[src/rtl/ps2_key_decoder.sv]
// ps2_key_decoder
//   PS/2 keyboard receiver. It oversamples the raw PS/2 clock and data pins,
//   deframes 11-bit packets, and checks parity, the stop bit and inter-edge
//   timeout. It folds the E0 (extended) and F0 (break) prefixes into complete
//   key events, and tracks a held level for each of NUM_KEYS watched keys.
//
//   Optional build macro: PS2_TYPEMATIC_FILTER_EN
//     When defined, a make event for a watched key that is already held
//     (a typematic repeat) produces no key_valid pulse.
//
// Ports
//   clk          system clock
//   rst          asynchronous active-high reset
//   ps2_clk      raw PS/2 clock pin (asynchronous)
//   ps2_data     raw PS/2 data pin (asynchronous)
//   key_valid    one-clk pulse: complete key event
//   key_code     scan code of the last event
//   key_ext      last event was E0-prefixed
//   key_break    last event was F0-prefixed (release)
//   frame_error  one-clk pulse: parity, stop or timeout error
//   key_held     level per watched key: currently pressed
//
// state  | meaning
// IDLE   | waiting for a start bit (data low on a falling edge)
// DATA   | shifting in 8 data bits, LSB first
// PARITY | capturing the odd-parity bit
// STOP   | capturing the stop bit, then byte is evaluated
module ps2_key_decoder #(
   parameter int                    CLK_DIV       = 250,
   parameter int                    TIMEOUT_TICKS = 4000,
   parameter int                    NUM_KEYS      = 4,
   parameter logic [NUM_KEYS*9-1:0] KEY_CODES     = {9'h172, 9'h175, 9'h16B, 9'h174}
) (
   input  logic                clk,
   input  logic                rst,
   input  logic                ps2_clk,
   input  logic                ps2_data,
   output logic                key_valid,
   output logic [7:0]          key_code,
   output logic                key_ext,
   output logic                key_break,
   output logic                frame_error,
   output logic [NUM_KEYS-1:0] key_held
);

   localparam int DIV_W = (CLK_DIV > 1) ? $clog2(CLK_DIV) : 1;
   localparam int TO_W  = $clog2(TIMEOUT_TICKS + 1);
   localparam logic [DIV_W-1:0] DIV_LAST = DIV_W'(CLK_DIV - 1);
   localparam logic [TO_W-1:0]  TO_LAST  = TO_W'(TIMEOUT_TICKS - 1);

   typedef enum logic [1:0] {IDLE, DATA, PARITY, STOP} state_t;

   logic [1:0]          clk_sync;
   logic [1:0]          data_sync;
   logic                ps2_clk_s;
   logic                ps2_data_s;
   logic [DIV_W-1:0]    div_cnt;
   logic                tick;
   logic                clk_prev;
   logic                fall;

   state_t              state;
   logic [2:0]          bit_cnt;
   logic [7:0]          shift;
   logic                par_bit;
   logic                stop_bit;
   logic [TO_W-1:0]     to_cnt;
   logic                byte_done;
   logic                abort;
   logic                ext_pending;
   logic                brk_pending;
   logic                byte_good;
   logic [NUM_KEYS-1:0] match;
   logic                suppress;

   always_ff @(posedge clk or posedge rst) begin
      if (rst) begin
         clk_sync  <= 2'b11;
         data_sync <= 2'b11;
      end else begin
         clk_sync  <= {clk_sync[0], ps2_clk};
         data_sync <= {data_sync[0], ps2_data};
      end
   end

   assign ps2_clk_s  = clk_sync[1];
   assign ps2_data_s = data_sync[1];

   always_ff @(posedge clk or posedge rst) begin
      if (rst)                    div_cnt <= '0;
      else if (div_cnt == DIV_LAST) div_cnt <= '0;
      else                        div_cnt <= div_cnt + 1'b1;
   end

   assign tick = (div_cnt == DIV_LAST);

   always_ff @(posedge clk or posedge rst) begin
      if (rst)       clk_prev <= 1'b1;
      else if (tick) clk_prev <= ps2_clk_s;
   end

   assign fall = tick & ~ps2_clk_s & clk_prev;

   // Odd parity over data+parity, and stop must be high.
   assign byte_good = (^{shift, par_bit}) & stop_bit;

   always_comb begin
      match = '0;
      for (int i = 0; i < NUM_KEYS; i++)
         match[i] = ({ext_pending, shift} == KEY_CODES[i*9 +: 9]);
   end

`ifdef PS2_TYPEMATIC_FILTER_EN
   assign suppress = ~brk_pending & (|(match & key_held));
`else
   assign suppress = 1'b0;
`endif

   always_ff @(posedge clk or posedge rst) begin
      if (rst) begin
         state       <= IDLE;
         bit_cnt     <= '0;
         shift       <= '0;
         par_bit     <= 1'b0;
         stop_bit    <= 1'b0;
         to_cnt      <= '0;
         byte_done   <= 1'b0;
         abort       <= 1'b0;
         ext_pending <= 1'b0;
         brk_pending <= 1'b0;
         key_valid   <= 1'b0;
         key_code    <= '0;
         key_ext     <= 1'b0;
         key_break   <= 1'b0;
         frame_error <= 1'b0;
         key_held    <= '0;
      end else begin
         byte_done   <= 1'b0;
         abort       <= 1'b0;
         key_valid   <= 1'b0;
         frame_error <= 1'b0;

         // Deframing; the shift register stays intact after STOP so the
         // byte can be evaluated on the following cycle.
         if (fall) begin
            to_cnt <= '0;
            case (state)
               IDLE: begin
                  if (!ps2_data_s) begin
                     state   <= DATA;
                     bit_cnt <= '0;
                  end
               end
               DATA: begin
                  shift   <= {ps2_data_s, shift[7:1]};
                  bit_cnt <= bit_cnt + 1'b1;
                  if (bit_cnt == 3'd7) state <= PARITY;
               end
               PARITY: begin
                  par_bit <= ps2_data_s;
                  state   <= STOP;
               end
               default: begin
                  stop_bit  <= ps2_data_s;
                  state     <= IDLE;
                  byte_done <= 1'b1;
               end
            endcase
         end else if (state == IDLE) begin
            to_cnt <= '0;
         end else if (tick) begin
            if (to_cnt == TO_LAST) begin
               state  <= IDLE;
               to_cnt <= '0;
               abort  <= 1'b1;
            end else begin
               to_cnt <= to_cnt + 1'b1;
            end
         end

         // Byte evaluation, one cycle after the stop bit or timeout tick.
         if (abort) begin
            frame_error <= 1'b1;
            ext_pending <= 1'b0;
            brk_pending <= 1'b0;
         end else if (byte_done) begin
            if (!byte_good) begin
               frame_error <= 1'b1;
               ext_pending <= 1'b0;
               brk_pending <= 1'b0;
            end else if (shift == 8'hE0) begin
               ext_pending <= 1'b1;
            end else if (shift == 8'hF0) begin
               brk_pending <= 1'b1;
            end else begin
               ext_pending <= 1'b0;
               brk_pending <= 1'b0;
               if (!suppress) begin
                  key_valid <= 1'b1;
                  key_code  <= shift;
                  key_ext   <= ext_pending;
                  key_break <= brk_pending;
               end
               for (int i = 0; i < NUM_KEYS; i++)
                  if (match[i]) key_held[i] <= ~brk_pending;
            end
         end
      end
   end

endmodule

[config.mk]
export PLATFORM = sky130hd
export DESIGN_NAME = ps2_key_decoder
export DESIGN_NICKNAME = d
export VERILOG_FILES = /design/src/rtl/ps2_key_decoder.sv
export SDC_FILE = /design/constraint.sdc
export NUM_CORES = 1
export LEC_CHECK = 0
export CELL_PAD_IN_SITES_DETAIL_PLACEMENT = 1
export CELL_PAD_IN_SITES_GLOBAL_PLACEMENT = 1
export CORE_MARGIN = 2
export CORE_UTILIZATION = 40
export CTS_CLUSTER_DIAMETER = 30
export DETAILED_ROUTE_END_ITERATION = 8
export GPL_TIMING_DRIVEN = 0
export HOLD_SLACK_MARGIN = 0.12
export PLACE_DENSITY_LB_ADDON = 0.25
export SLEW_MARGIN = 20
export SYNTH_ARGS = -nofsm -noshare
export SYNTH_HDL_FRONTEND = slang
export SYNTH_SLANG_ARGS = --single-unit
[constraint.sdc]
create_clock -name clk -period 2 [get_ports clk]
set_input_delay 0.5 -clock clk [delete_from_list [all_inputs] [get_ports clk]]
set_output_delay 0.5 -clock clk [all_outputs]
set_load 0.01 [all_outputs]
==> results of run 1 <==
logic make-up (layout without fill, tap and decap cells):
logic type	Yosys count	in the layout	synth area share, %
adder cells (fa/ha/maj)	10	10	4.22
XOR/XNOR	13	13	4.85
AND/OR/NAND/NOR	96	96	17.7
multiplexers	25	25	10.5
buffers and inverters	15	60	2.19
flip-flops	60	60	50.8
AO/OA/AOI/OAI	44	44	9.78
what timing repair did:
item | 4_1_cts | 5_1_grt
cloned | 1 | 0
hold endpoints to repair | 0 | 0
buffers inserted | 6 | 7
pin swaps | 3 | 6
endpoints found under the setup margin | 34 | 28
gates resized for setup | 13 | 11
flip-flops by register name (all words and copies together), names as in the netlist, 2 cells and up:
| signal | cells |
|---|---|
| key_code | 8 |
| bit_cnt | 3 |
| state | 2 |
| clk_sync | 2 |
| shift | 8 |
| to_cnt | 12 |
| key_held | 4 |
| div_cnt | 8 |
| data_sync | 2 |
area by class of cell:
cell class	count	area (µm²)	area share [%]
clock inverters	4	22.5	0.614
clock buffers	12	165	4.50
multi-input cells	188	1470	40.0
inverters	9	36.3	0.989
plain buffers	1	11.3	0.307
flip-flops and latches	60	1520	41.3
repair buffers	34	327	8.90
well taps	99	124	3.38
per-stage QoR:
stage | instances | setup slack, ps | util, % | power, µW | TNS, ps
3_5_place_dp | 382 | -429 | 46.0 | 1290 | -7320
2_1_floorplan | 263 | 23.6 | - | 1260 | 0
6_report | 407 | 15.6 | 50.8 | 2300 | 0
3_3_place_gp | 381 | -1090 | 45.6 | 1280 | -68830
4_1_cts | 403 | -45.3 | 49.9 | 2330 | -290
5_1_grt | 407 | -29.1 | 50.8 | 2390 | -164
per-layer routing:
metal  up-vias  track usage [%]
met5         -                0
met4         0             7.69
met3        10             3.69
met2        30             29.6
met1      1124             21.6
li1       1043                -
layout by cell type (no fill, tap or decap), drive strengths merged, types with 6 or more instances in the layout:
cell           instances
buf                   16
or4                    6
mux2                  21
dfrtp                 55
nand2                 18
ha                    10
a21oi                 12
clkdlybuf4s50         19
nor2                  17
clkbuf                12
o21ai                  9
xnor2                  6
o31ai                  8
inv                    9
nand3                 14
critical path, cell delays in order, from the launching register on:
cell	delay (ps)
dfrtp_2	440
xnor3_2	380
a2111o_1	340
mux2i_4	220
buf_6	180
mux2_4	310
worst paths after layout:
| path | cells past startpoint | to | from | slack, ps |
|---|---|---|---|---|
| hold / removal | 0 | data_sync[1]$_DFF_PP1_ | data_sync[0]$_DFF_PP1_ | 360 |
| min in group asynchronous | 2 | bit_cnt[2]$_DFFE_PP0P_ | rst | 450 |
| setup reg to reg | 5 | key_ext$_DFFE_PP0P_ | shift[0]$_DFFE_PP0P_ | 20 |
| hold reg to reg | 0 | data_sync[1]$_DFF_PP1_ | data_sync[0]$_DFF_PP1_ | 360 |
| max in group asynchronous | 3 | shift[0]$_DFFE_PP0P_ | rst | 1060 |
| setup / recovery | 5 | key_ext$_DFFE_PP0P_ | shift[0]$_DFFE_PP0P_ | 20 |
power by group through the flow:
stage | logic, µW | registers [µW] | clock network (µW)
after floorplan | 19.3 | 1250 | 0
after global placement | 32.6 | 1250 | 0
after detailed placement | 41.0 | 1250 | 0
after CTS | 41.1 | 1220 | 1060
after global routing | 44.8 | 1220 | 1130
final | 38.3 | 1220 | 1040
==> flow_summary.json, run 1 <==
{
  "wl_per_cell_um": 16.5,
  "overflow": 0,
  "grt_usage_pct": 17.5,
  "worst_pin_slew_ps": 409,
  "fin_crit_sh_pct": 99.2,
  "die_w_um": 90.1,
  "die_y_um": 90.1,
  "area_growth_pct": 23.6,
  "leakage_uw": 0.00155,
  "arrival_ps": 2210,
  "ir_drop_mv": 0.507,
  "drtPass1Iterations": 4,
  "synth_most_common_cell": "dfrtp_1",
  "clock_path_buffers": 2,
  "clkSinkCount": 60,
  "port-buffer-count": 19,
  "status": "complete, no violations",
  "ant_nets": 0,
  "final_layout_size_suffix_gt1_share_pct": 26.6,
  "cts.clk_slew.worst_paths_ps": 80,
  "final_area_um2": 3670,
  "yosysWarnings": 0,
  "relSlewSlack_pct": 72.5,
  "async_flop_share_pct": 100,
  "cts_buffers": 9,
  "grt_pass1_wl_um": 11300,
  "synthTopCellsByCount": "55 x dfrtp_1, 18 x nand2_1, 17 x nor2_1",
  "max_freq_mhz": 504,
  "remaining_drc_errors": 0,
  "synth-seq-area-share_pct": 50.8,
  "drv_cap": 0,
  "hold_buffers": 0,
  "cts_root_buf": "clkbuf_8",
  "dr.first_iter.drc_count": 80,
  "synth_edf_count": 0,
  "hp-class": "reg2reg",
  "io_pins": 20,
  "die_area_um2": 8120,
  "startpoint_type": "flip-flop",
  "row_count": 31,
  "h-tree-depth": 3,
  "drv_slew": 0,
  "synthesis.area_um2": 2970,
  "grt_max_degree": 46,
  "vias": 2207,
  "setup_viol": 0,
  "nFillCells": 810,
  "place_area_um2": 3320,
  "grt_pass1_vias": 2319,
  "totalWireLength_um": 6730,
  "synth_nets": 277,
  "required_ps": 2230,
  "place_congestion": 0.774,
  "synth_top_cell_area_share_pct": 46.4,
  "intPower_uw": 1780,
  "diodes": 0,
  "clkLatencyLatePin_ps": 350,
  "nNetsFinal": 317,
  "seqPwrFrac_pct": 53.1,
  "routed-wl-met3_um": 186,
  "crit_path_max_fanout": 5,
  "clock_power_share_pct": 45.2,
  "hpwl_um": 4330,
  "critPathKind": "reg2reg",
  "hold_viol_final": 0,
  "synth-main-ff-cell": "dfrtp_1",
  "p_sw_uw": 527,
  "routed_via_density": 5.42,
  "core_um2": 7210,
  "initial_core_util_pct": 41.1,
  "hold_slack_ps": 359,
  "synth_area_leaders": "dfrtp_1 46%, mux2_4 4.6%, mux2_2 4.6%, dfstp_2 4.4%, ha_1 4.2%",
  "antenna_found_initial": 0,
  "synth_cell_types": 45,
  "switching_share_pct": 22.9,
  "period_needed_ps": 1980,
  "cts_tree": "done",
  "p_comb_share_pct": 1.7,
  "top_layer": "met4",
  "cp-end-kind": "flip-flop",
  "wl_met2_um": 3440,
  "avgSynthCellArea_um2": 11.3,
  "synthCells": 263,
  "powerDensity_nw_per_um2": 628,
  "m1WireLength_um": 3000,
  "rsz0062_at_grt": "true",
  "ys_ff_latch": 60,
  "synth_top_area_cell": "dfrtp_1",
  "clock_skew_ps": 10.7
}
Note: power is estimated with default switching activity, not from simulation.
==> run 2: changes to the inputs <==
--- a/config.mk
+++ b/config.mk
@@ -11,9 +11,10 @@
 export CORE_UTILIZATION = 40
 export CTS_CLUSTER_DIAMETER = 30
 export DETAILED_ROUTE_END_ITERATION = 8
-export GPL_TIMING_DRIVEN = 0
+export GPL_TIMING_DRIVEN = 1
 export HOLD_SLACK_MARGIN = 0.12
 export PLACE_DENSITY_LB_ADDON = 0.25
+export REMOVE_ABC_BUFFERS = 1
 export SLEW_MARGIN = 20
 export SYNTH_ARGS = -nofsm -noshare
 export SYNTH_HDL_FRONTEND = slang
==> constraint.sdc (replaced) <==
create_clock -name clk -period 1.9 [get_ports clk]
set_input_delay 0.475 -clock clk [delete_from_list [all_inputs] [get_ports clk]]
set_output_delay 0.475 -clock clk [all_outputs]
set_load 0.01 [all_outputs]
==> run 2 against run 1 <==
The run now ends with negative setup slack left; first-iteration DRC count is 53% lower; via count increased by 2.1%; non-clock buffer count is 16 higher; setup slack worse by 72 ps; die area unchanged; sequential share of layout area is 1.8 points lower; wire length is 2.5% higher; final cell count rose by 3.9%; global-route usage grew 0.65 points; critical path depth stayed put; maximum frequency rose by 1.4%; critical endpoint unchanged; largest power group is now the clock network.
==> flow_summary.json, run 2 (synthesis results as in run 1) <==
{
  "initial_core_util_pct": 41.1,
  "drv_slew": 0,
  "cp-end-kind": "flip-flop",
  "dr.first_iter.drc_count": 38,
  "final_cell_mix": "54 x dfrtp_1, 27 x buf_4, 19 x clkdlybuf4s50_1",
  "leakage_uw": 0.00163,
  "layout.cells.non_filler": 423,
  "largest_reg_flops": 12,
  "arrival_ps": 2180,
  "whs_path_depth": 0,
  "dp.cells": 403,
  "violations": "negative setup slack",
  "max_freq_mhz": 511,
  "core_um2": 7210,
  "p_comb_share_pct": 1.4,
  "grt_pass1_vias": 2388,
  "grt_usage_pct": 18.2,
  "wl_per_cell_um": 16.3,
  "setup_viol": 10,
  "top_register": "to_cnt",
  "worst_pin_slew_ps": 361,
  "critPathMaxStageDelay_ps": 430,
  "relSlewSlack_pct": 75.7,
  "cts_buffers": 9,
  "hold_viol_final": 0,
  "dp_slack_ps": -156,
  "ant_nets": 0,
  "hold_path_end": "data_sync[1]$_DFF_PP1_",
  "powerDensity_nw_per_um2": 690,
  "r2r_end": "key_ext$_DFFE_PP0P_",
  "vias": 2253,
  "hpwl_um": 4670,
  "routed_via_density": 5.33,
  "clkLatencyLatePin_ps": 340,
  "hold_buffers": 0,
  "rr_worst_depth": 5,
  "fin_crit_sh_pct": 103,
  "required_ps": 2130,
  "diodes": 0,
  "period_needed_ps": 1960,
  "grt_max_degree": 61,
  "post-route-util_pct": 52.8,
  "intPower_uw": 2040,
  "antenna_found_initial": 0,
  "die_y_um": 90.1,
  "io_pins": 20,
  "critPathBufInv": 1,
  "clock_skew_ps": 6.32,
  "clock_path_buffers": 2,
  "grt_pass1_wl_um": 11800,
  "overflow": 0,
  "worstPathCellList": "xnor3_2 -> a2111o_1 -> mux2i_4 -> buf_6 -> mux2_4",
  "crit_path_max_fanout": 6,
  "h-tree-depth": 3,
  "rsz0062_at_grt": "true",
  "min_from": "data_sync[0]$_DFF_PP1_",
  "r2r-start": "shift[2]$_DFFE_PP0P_",
  "status": "finished with violations",
  "switching_share_pct": 22.5,
  "remaining_drc_errors": 0,
  "layout_setup_ws_ps": -56.1,
  "place_congestion": 0.804,
  "critPathKind": "reg2reg",
  "nNetsFinal": 333,
  "drv_cap": 0,
  "drtPass1Iterations": 4,
  "critical_path.top_delay_family": "multiplexers",
  "clock_power_share_pct": 49.6,
  "cts_tree": "done",
  "regToRegSetupSlack_ps": -60,
  "cts.clk_slew.worst_paths_ps": 80,
  "cts_root_buf": "clkbuf_8",
  "row_count": 31,
  "seqPwrFrac_pct": 48.9,
  "mostFrequentLayoutCell": "dfrtp_1",
  "startpoint_type": "flip-flop",
  "ir_drop_mv": 0.518,
  "slowest_stage": "xnor3_2",
  "final_layout_size_suffix_gt1_share_pct": 27.8,
  "die_w_um": 90.1,
  "port-buffer-count": 19,
  "area_growth_pct": 28.5,
  "totalWireLength_um": 6890,
  "p_sw_uw": 593,
  "hp-class": "reg2reg",
  "die_area_um2": 8120,
  "nFillCells": 813,
  "clkSinkCount": 60
}
## run 2: cell count changes in the layout (fill, tap and decap cells not counted), moves of 3 or more
| cell | before | now |
|---|---|---|
| clkbuf_8 | 12 | 9 |
| clkinv_2 | 3 | 0 |
| buf_4 | 13 | 27 |
| dfrtp_2 | 7 | 1 |
| dfrtp_1 | 48 | 54 |
## run 2: layer usage
layer  track usage, %  vias to the layer above  part of all wire [%]
met1             21.5                     1136                    43
met2             32.5                       25                    53
met4             6.15                        0                   1.2
li1                 -                     1082                     -
met3             4.02                       10                   2.5
met5                0                        -                     0
## run 2: final cells by class
cell class | instances | area [µm²] | area share [%]
timing repair buffer | 51 | 458 | 12.0
clock inverter | 7 | 100 | 2.63
inverter | 9 | 33.8 | 0.886
tap | 99 | 124 | 3.25
sequential | 60 | 1510 | 39.6
multi-input combinational | 188 | 1460 | 38.4
clock buffer | 9 | 124 | 3.25
## run 2: worst max path at each step
stage                               from                      end  slack [ps]  cells after the start
global placement    shift[0]$_DFFE_PP0P_  key_code[7]$_DFFE_PP0P_         -70                      5
detailed placement  shift[0]$_DFFE_PP0P_  key_code[7]$_DFFE_PP0P_        -160                      5
CTS                 shift[2]$_DFFE_PP0P_  key_code[1]$_DFFE_PP0P_         -30                      5
global route        shift[0]$_DFFE_PP0P_      key_ext$_DFFE_PP0P_        -100                      7
finish              shift[2]$_DFFE_PP0P_      key_ext$_DFFE_PP0P_         -60                      5
floorplan           shift[0]$_DFFE_PP0P_  key_code[7]$_DFFE_PP0P_        -730                      4
## run 2: worst reg2reg max path, delay by kind of cell, from the launching register on
| kind | cells | cell delay, ps |
|---|---|---|
| muxes | 2 | 530 |
| AOI/OAI and AO/OA | 1 | 330 |
| buffers and inverters | 1 | 190 |
| DFF | 1 | 360 |
| xor gates and xnor gates | 1 | 430 |
## run 2: timing repair
| action | in CTS | in global routing |
|---|---|---|
| setup endpoints to repair | 10 | 33 |
| pin swaps | 4 | 3 |
| resized for setup | 8 | 11 |
| buffers inserted | 1 | 2 |
| cloned | 1 | 0 |
## run 2: power by group through the flow
stage / clock network (µW) / registers [µW] / logic [µW]
floorplan: 0 / 1310 / 20.3
global placement: 0 / 1310 / 39.8
detailed placement: 0 / 1310 / 40.0
CTS: 1350 / 1290 / 40.0
global route: 1410 / 1290 / 44.4
finish: 1310 / 1290 / 37.8
## run 2: stage by stage
step           total power, µW  hold slack (ps)  TNS (ps)  cell area, µm²
2_1_floorplan             1330              345     -9940            2940
3_3_place_gp              1350              347      -388            3470
3_5_place_dp              1350              351     -1080            3470
4_1_cts                   2670              362      -198            3750
5_1_grt                   2740              361      -791            3810
6_report                  2630              356      -401            3810
==> run 3: changes to the inputs <==
--- a/config.mk
+++ b/config.mk
@@ -10,7 +10,9 @@
 export CORE_MARGIN = 2
 export CORE_UTILIZATION = 40
 export CTS_CLUSTER_DIAMETER = 30
+export CTS_CLUSTER_SIZE = 40
 export DETAILED_ROUTE_END_ITERATION = 8
+export DONT_BUFFER_PORTS = 1
 export GPL_TIMING_DRIVEN = 1
 export HOLD_SLACK_MARGIN = 0.12
 export PLACE_DENSITY_LB_ADDON = 0.25
==> run 3 against run 2 <==
Sequential share of layout area rose by 1.4 points; sequential cell count is the same; count of clock-buffer cells in the layout unchanged; core utilization decreased by 1.8 points; critical path depth stayed put; setup slack improved by 38 ps; wire length is 3.0% lower; clock skew grew 4.1 ps; sequential power is essentially flat; via count is 2.0% lower; the run still ends with negative setup slack left; global-route usage is 0.73 points lower; die area unchanged.
==> flow_summary.json, run 3 (synthesis results as in run 1) <==
{
  "largest_reg_flops": 12,
  "port-buffer-count": 0,
  "worst_pin_slew_ps": 403,
  "nNetsFinal": 323,
  "hold_viol_final": 0,
  "slowest_stage": "xnor3_2",
  "drtPass1Iterations": 4,
  "startpoint_type": "flip-flop",
  "vias": 2208,
  "whs_path_depth": 0,
  "mostFrequentLayoutCell": "dfrtp_1",
  "rsz0062_at_grt": "true",
  "layout_setup_ws_ps": -17.9,
  "final_area_um2": 3680,
  "violations": "negative setup slack",
  "overflow": 0,
  "leakage_uw": 0.00159,
  "grt_pass1_wl_um": 11500,
  "die_w_um": 90.1,
  "critPathKind": "reg2reg",
  "grt_usage_pct": 17.4,
  "initial_core_util_pct": 41.1,
  "status": "finished with violations",
  "relSlewSlack_pct": 73.1,
  "cp-end-kind": "flip-flop",
  "nFillCells": 798,
  "worstPathCellList": "xnor3_2 -> a2111o_1 -> mux2i_4 -> buf_6 -> mux2_4",
  "drv_slew": 0,
  "top_register": "to_cnt",
  "place_area_um2": 3320,
  "cts_buffers": 9,
  "row_count": 31,
  "clock_path_buffers": 2,
  "core_um2": 7210,
  "final_cell_mix": "53 x dfrtp_1, 35 x buf_4, 17 x nor2_1, 17 x nand2_1, 14 x nand3_1",
  "h-tree-depth": 3,
  "max_freq_mhz": 521,
  "arrival_ps": 2130,
  "routed_via_density": 5.35,
  "critPathMaxStageDelay_ps": 430,
  "dp_slack_ps": -168,
  "totalWireLength_um": 6690,
  "rr_worst_depth": 5,
  "cts.clk_slew.worst_paths_ps": 70,
  "diodes": 0,
  "layout.cells.non_filler": 413,
  "dr.first_iter.drc_count": 33,
  "die_y_um": 90.1,
  "wl_per_cell_um": 16.2,
  "clock_skew_ps": 10.4,
  "io_pins": 20,
  "setup_viol": 6,
  "area_growth_pct": 24.0,
  "crit_path_max_fanout": 6,
  "final_layout_size_suffix_gt1_share_pct": 31.5,
  "clkLatencyLatePin_ps": 330,
  "period_needed_ps": 1920,
  "drv_cap": 0,
  "hpwl_um": 4650,
  "ir_drop_mv": 0.272,
  "die_area_um2": 8120,
  "clkSinkCount": 60,
  "fin_crit_sh_pct": 101,
  "ant_nets": 0,
  "powerDensity_nw_per_um2": 676,
  "dp.cells": 389,
  "hp-class": "reg2reg",
  "power.total_uw": 2490,
  "antenna_found_initial": 0,
  "remaining_drc_errors": 0,
  "required_ps": 2110,
  "grt_max_degree": 40,
  "tns_ps": -73.7,
  "place_congestion": 0.775,
  "grt_pass1_vias": 2377,
  "cts_root_buf": "clkbuf_8",
  "cts_tree": "done"
}
run 3: worst paths after layout:
path                                  startpoint                      end  slack [ps]
hold / removal             clk_sync[0]$_DFF_PP1_    clk_sync[1]$_DFF_PP1_         360
hold reg to reg            clk_sync[0]$_DFF_PP1_    clk_sync[1]$_DFF_PP1_         360
setup reg to reg            shift[2]$_DFFE_PP0P_  key_code[0]$_DFFE_PP0P_         -20
min in group asynchronous                    rst   data_sync[0]$_DFF_PP1_         620
setup / recovery            shift[2]$_DFFE_PP0P_  key_code[0]$_DFFE_PP0P_         -20
max in group asynchronous                    rst    clk_sync[0]$_DFF_PP1_         950
run 3: timing repair:
action / 4_1_cts / 5_1_grt
hold endpoints to repair: 57 / 1
gates cloned: 1 / 0
gates resized for setup: 9 / 11
hold buffers: 2 / 1
endpoints found under the setup margin: 10 / 26
pin swaps: 3 / 1
buffers inserted: 4 / 0
run 3: critical path: cells and delay by family, from the launching register on:
family,cells,cell delay (ps)
AO/OA/AOI/OAI,1,340
buffers and inverters,1,170
flip-flops,1,380
multiplexers,2,480
XOR/XNOR,1,430
run 3: routing by layer:
metal  global-route usage (%)  share of wire, %  wire (µm)  vias up
met2                     31.1                52       3490       22
li1                         -                 -          -     1057
met1                     21.1                45       2990     1119
met3                     3.19               1.8        119       10
met4                     5.90               1.4         92        0
met5                        0                 0          0        -
run 3: stage by stage:
step	hold WS [ps]	utilization (%)
final	359	51.0
after global routing	363	51.0
after CTS	127	50.2
after detailed placement	350	46.0
after global placement	349	46.0
after floorplan	345	-
run 3: report_power, final:
part / switching [µW] / internal [µW]
combinational: 27.8 / 10.9
clock: 552 / 609
sequential: 3.11 / 1280
total: 583 / 1900
run 3: layout make-up:
class / instances / area (µm²) / share of cell area, %
timing repair buffer: 41 / 335 / 9.11
clock buffer: 9 / 124 / 3.37
clock inverter: 7 / 77.6 / 2.11
sequential: 60 / 1510 / 41.0
tap: 99 / 124 / 3.37
inverter: 9 / 33.8 / 0.918
multi-input combinational: 188 / 1480 / 40.1
